`src/rtl/mips_datapath_immediate_extend_pkg.sv`:
```
// Shared immediate-control encodings and helpers for the immediate extend datapath.
// Both pipeline stages and the arithmetic between them use these types.
package mips_datapath_immediate_extend_pkg;

  typedef enum logic {
    EXTEND_UNSIGNED = 1'b0,
    EXTEND_SIGNED   = 1'b1
  } extend_e;

  typedef enum logic {
    SHIFT_NONE   = 1'b0,
    SHIFT_LEFT16 = 1'b1
  } shift_e;

  typedef struct packed {
    extend_e extend;
    shift_e  shift;
  } mips_control_signal_immediate_control_t;

  localparam mips_control_signal_immediate_control_t INIT_DEFAULTS = '{
    extend: EXTEND_UNSIGNED,
    shift:  SHIFT_NONE
  };

  // Stage A payload: the extended value plus the shift still to be applied.
  typedef struct packed {
    logic [31:0] ext;
    shift_e      shift;
  } stage_a_t;

  function automatic logic [31:0] extend_immediate(input logic [15:0] imm, input extend_e extend);
    logic [15:0] upper;
    upper = (extend == EXTEND_SIGNED) ? {16{imm[15]}} : 16'h0000;
    return {upper, imm};
  endfunction

  // Left16 only needs the raw immediate, which is the low half of the extended value.
  function automatic logic [31:0] apply_shift(input logic [31:0] ext, input shift_e shift);
    return (shift == SHIFT_LEFT16) ? {ext[15:0], 16'h0000} : ext;
  endfunction

endpackage

```
`src/rtl/mips_datapath_immediate_extend_stage.sv`:
```
// Single valid/data pipeline slice with load and clear.
// Reset clears valid and data; clear only drops valid.
module mips_datapath_immediate_extend_stage #(
  parameter int WIDTH = 32
) (
  input  logic             clock,
  input  logic             reset,
  input  logic             clear,
  input  logic             load,
  input  logic             valid_d,
  input  logic [WIDTH-1:0] data_d,
  output logic             valid,
  output logic [WIDTH-1:0] data
);

  always_ff @(posedge clock) begin
    if (reset) begin
      valid <= 1'b0;
      data  <= '0;
    end else if (clear) begin
      valid <= 1'b0;
    end else if (load) begin
      valid <= valid_d;
      data  <= data_d;
    end
  end

endmodule

```
`src/rtl/mips_datapath_immediate_extend.sv`:
```
// Two-stage elastic pipeline: stage A holds the extended immediate and pending shift,
// stage B holds the final 32-bit result presented downstream.
module mips_datapath_immediate_extend
  import mips_datapath_immediate_extend_pkg::*;
(
  input  logic                                   clock,
  input  logic                                   reset,
  input  logic                                   flush,
  input  logic                                   in_valid,
  output logic                                   in_ready,
  input  logic [15:0]                            immediate,
  input  mips_control_signal_immediate_control_t control,
  output logic                                   out_valid,
  input  logic                                   out_ready,
  output logic [31:0]                            out_value,
  output logic [1:0]                             occupancy
);

  stage_a_t    a_d;
  stage_a_t    a_q;
  logic        valid_a;
  logic        valid_b;
  logic        b_load;
  logic        a_moves;
  logic [31:0] b_d;

  // B accepts from A whenever it is empty or draining this cycle.
  assign b_load  = !valid_b || out_ready;
  assign a_moves = valid_a && b_load;
  assign in_ready = !reset && !flush && (!valid_a || a_moves);

  assign a_d = '{ext: extend_immediate(immediate, control.extend), shift: control.shift};
  assign b_d = apply_shift(a_q.ext, a_q.shift);

  mips_datapath_immediate_extend_stage #(
    .WIDTH($bits(stage_a_t))
  ) u_stage_a (
    .clock   (clock),
    .reset   (reset),
    .clear   (flush),
    .load    (in_ready),
    .valid_d (in_valid),
    .data_d  (a_d),
    .valid   (valid_a),
    .data    (a_q)
  );

  mips_datapath_immediate_extend_stage #(
    .WIDTH(32)
  ) u_stage_b (
    .clock   (clock),
    .reset   (reset),
    .clear   (flush),
    .load    (b_load),
    .valid_d (valid_a),
    .data_d  (b_d),
    .valid   (valid_b),
    .data    (out_value)
  );

  assign out_valid = valid_b;
  assign occupancy = {1'b0, valid_a} + {1'b0, valid_b};

endmodule

```
`config.mk`:
```
export PLATFORM = sky130hd
export DESIGN_NAME = mips_datapath_immediate_extend
export DESIGN_NICKNAME = d
export VERILOG_FILES = /design/src/rtl/mips_datapath_immediate_extend_pkg.sv /design/src/rtl/mips_datapath_immediate_extend_stage.sv /design/src/rtl/mips_datapath_immediate_extend.sv
export SDC_FILE = /design/constraint.sdc
export NUM_CORES = 1
export LEC_CHECK = 0
export BUFFER_PORTS_ARGS = -buffer_cell sky130_fd_sc_hd__buf_2
export CORE_MARGIN = 10
export CORE_UTILIZATION = 45
export DETAILED_ROUTE_END_ITERATION = 10
export MAX_ROUTING_LAYER = met4
export PLACE_DENSITY_LB_ADDON = 0.3
export SYNTH_ARGS = -nofsm -noshare
export SYNTH_HDL_FRONTEND = slang
export SYNTH_SLANG_ARGS = --single-unit
```
`constraint.sdc`:
```
create_clock -name clock -period 3.79 [get_ports clock]
set_input_delay 0 -clock clock [delete_from_list [all_inputs] [get_ports clock]]
set_output_delay 0 -clock clock [all_outputs]
set_load 0.02 [all_outputs]
```
==> impl_metrics.ini <==
[outcome]
outcome = finished, final reports clean

[floorplanning]
dieArea_um2 = 8180
die_x_um = 90.4
placementRows = 25
core_area_um2 = 4750
die_h_um = 90.4
initial_utilization_pct = 46.9
io_pins = 59

[pwr]
p_leak_nw = 1.15
peakVddDrop_mv = 0.210
power.density_nw_per_um2 = 384
total_power_mw = 1.06

[drt]
route.vias.total = 1940
drtIter0Drc = 193
drc_errors = 0
met2_wirelength_mm = 2.58
m1WireLength_mm = 2.68
routed.top_layer = met4
viasPerCell = 5.26
drt-total-wl_mm = 5.63
drtPass1Iterations = 4
wl_per_cell_um = 15.3
wl_met3_um = 301
ant_nets = 0

[global_route]
antenna_found_initial = 0
grt_max_degree = 69
grt_pass1_vias = 1900
grt_pass1_wl_mm = 9.38
grt.total_usage_pct = 13.8
grt.overflow.total = 0

[timing]
hold_slack_ps = 218
setup_tns_ps = 0
drv_slew = 0
fin_crit_ps = 2350
fin_crit_sh_pct = 62.1
tightestPinTransition_ps = 1020
finalSetupViolations = 0
fmax_ghz = 0.425
relSlewSlack_pct = 32.0
worst_slack_ps = 1440
hold_viol_final = 0
rsz0062_at_grt = false
fin_worst_skew_ps = 3.63

[logic_synthesis]
yosysMostFrequentCell = dfxtp_1
async_reset_ff_share_pct = 0
synth_top_area_share_pct = 46.6
synth_area_leaders = dfxtp_1, or4b_1, a2111oi_0
postSynthAreaPerCell_um2 = 9.22
yosysTopAreaCell = dfxtp_1
synthCells = 242
netlist_top_cells_count = dfxtp_1, inv_1, o21ai_1
syn_area_um2 = 2230
synth_edf_count = 0
synth_fp_nets = 266
ys_seq_area_share_pct = 46.6
synth-seq-cells = 52
synth_ff_type = dfxtp_1
yosys_warnings = 0
ys_types = 22

[layout]
multi_input_area_um2 = 913
nets = 325
area.growth.synth_to_final_pct = 23.7
utilization_pct = 58.1
regArea_um2 = 1040
drive_gt1_share_pct = 25.8
diodes = 0
fin_area_um2 = 2760
layout.cells.non_filler = 369
fill_cells = 474

[worst_setup_path]
crit_required_ps = 3790
crit_path_start_kind = register
worstPathMaxFanout = 20
crit_type = reg2out
end_kind = primary output
arrival_ps = 2350

[place]
port_buffers = 58
gp_congestion = 0.739
dp_cells = 341
placed_area_um2 = 2470
pre_cts_ws_ps = 1680
place_hpwl_mm = 3.64

[min_path]
hold_class = in2reg

[clock_network]
cts.path.max_buffers = 2
worstSkewPairLatency_ps = 300
post_cts_buffers = 0
cts_tree = built
cts_resized = 0
clk_transition_reported_paths_ps = 90
numCtsBuffers = 5
htreeDepth = 2
cts_sinks = 52
cts_hold_buf = 20
root_buffer = clkbuf_8

[flow_run]
cap_violations = 0
==> registers in the layout, summed over array words and instances (netlist names) <==
register / count
u_stage_a.valid: 1
u_stage_a.data: 18
u_stage_b.data: 32
u_stage_b.valid: 1
==> logic make-up after synthesis <==
kind of cell / count (synthesis) / share of synthesized area, %
flops: 52 / 46.6
simple gates: 27 / 9.92
buf+inv: 62 / 12.4
fa+ha+maj: 1 / 0.560
compound gates: 100 / 30.4
==> layout make-up <==
cell class	instances	area share [%]
timing repair buffer	79	18.0
multi-input combinational	128	33.1
sequential	52	37.7
inverter	35	4.76
clock inverter	2	0.363
clock buffer	6	2.99
tap	67	3.04
==> cells in the final DEF, fill, tap and decap left out, drive strengths merged <==
master        n
ha            1
o211ai       18
dlygate4sd3  20
a211oi       16
or4b         16
clkinv        3
nand2         1
buf          59
o21ai        34
a21oi        16
and3b         1
dfxtp        52
inv          34
nor2b         2
nor2          4
clkbuf        6
a2111oi      16
or2           3
==> layer usage <==
metal | global-route usage [%] | vias up
li1 | - | 995
met1 | 17.7 | 887
met2 | 20.3 | 51
met3 | 3.74 | 7
met4 | 4.77 | 0
met5 | - | -
==> critical path, cell delays in order, from the launching register on <==
cell	delay, ps
dfxtp_1	370
and3b_1	660
or2_1	810
inv_2	30
buf_2	180
==> power by group <==
group	internal, mW	switching [mW]
clock network	0.146	0.177
logic	0.0591	0.0830
registers	0.574	0.0203
total	0.779	0.280
==> worst paths after layout <==
check	slack, ps	endpoint	startpoint	depth (start not counted)
hold reg to reg	460	u_stage_b.data[22]	u_stage_b.data[22]	2
setup reg to reg	1670	u_stage_b.data[22]	u_stage_a.data[0]	3
setup / recovery	1440	in_ready	u_stage_b.valid	4
hold / removal	220	u_stage_b.data[12]	reset	2
Power figures use the tool's default switching activity.
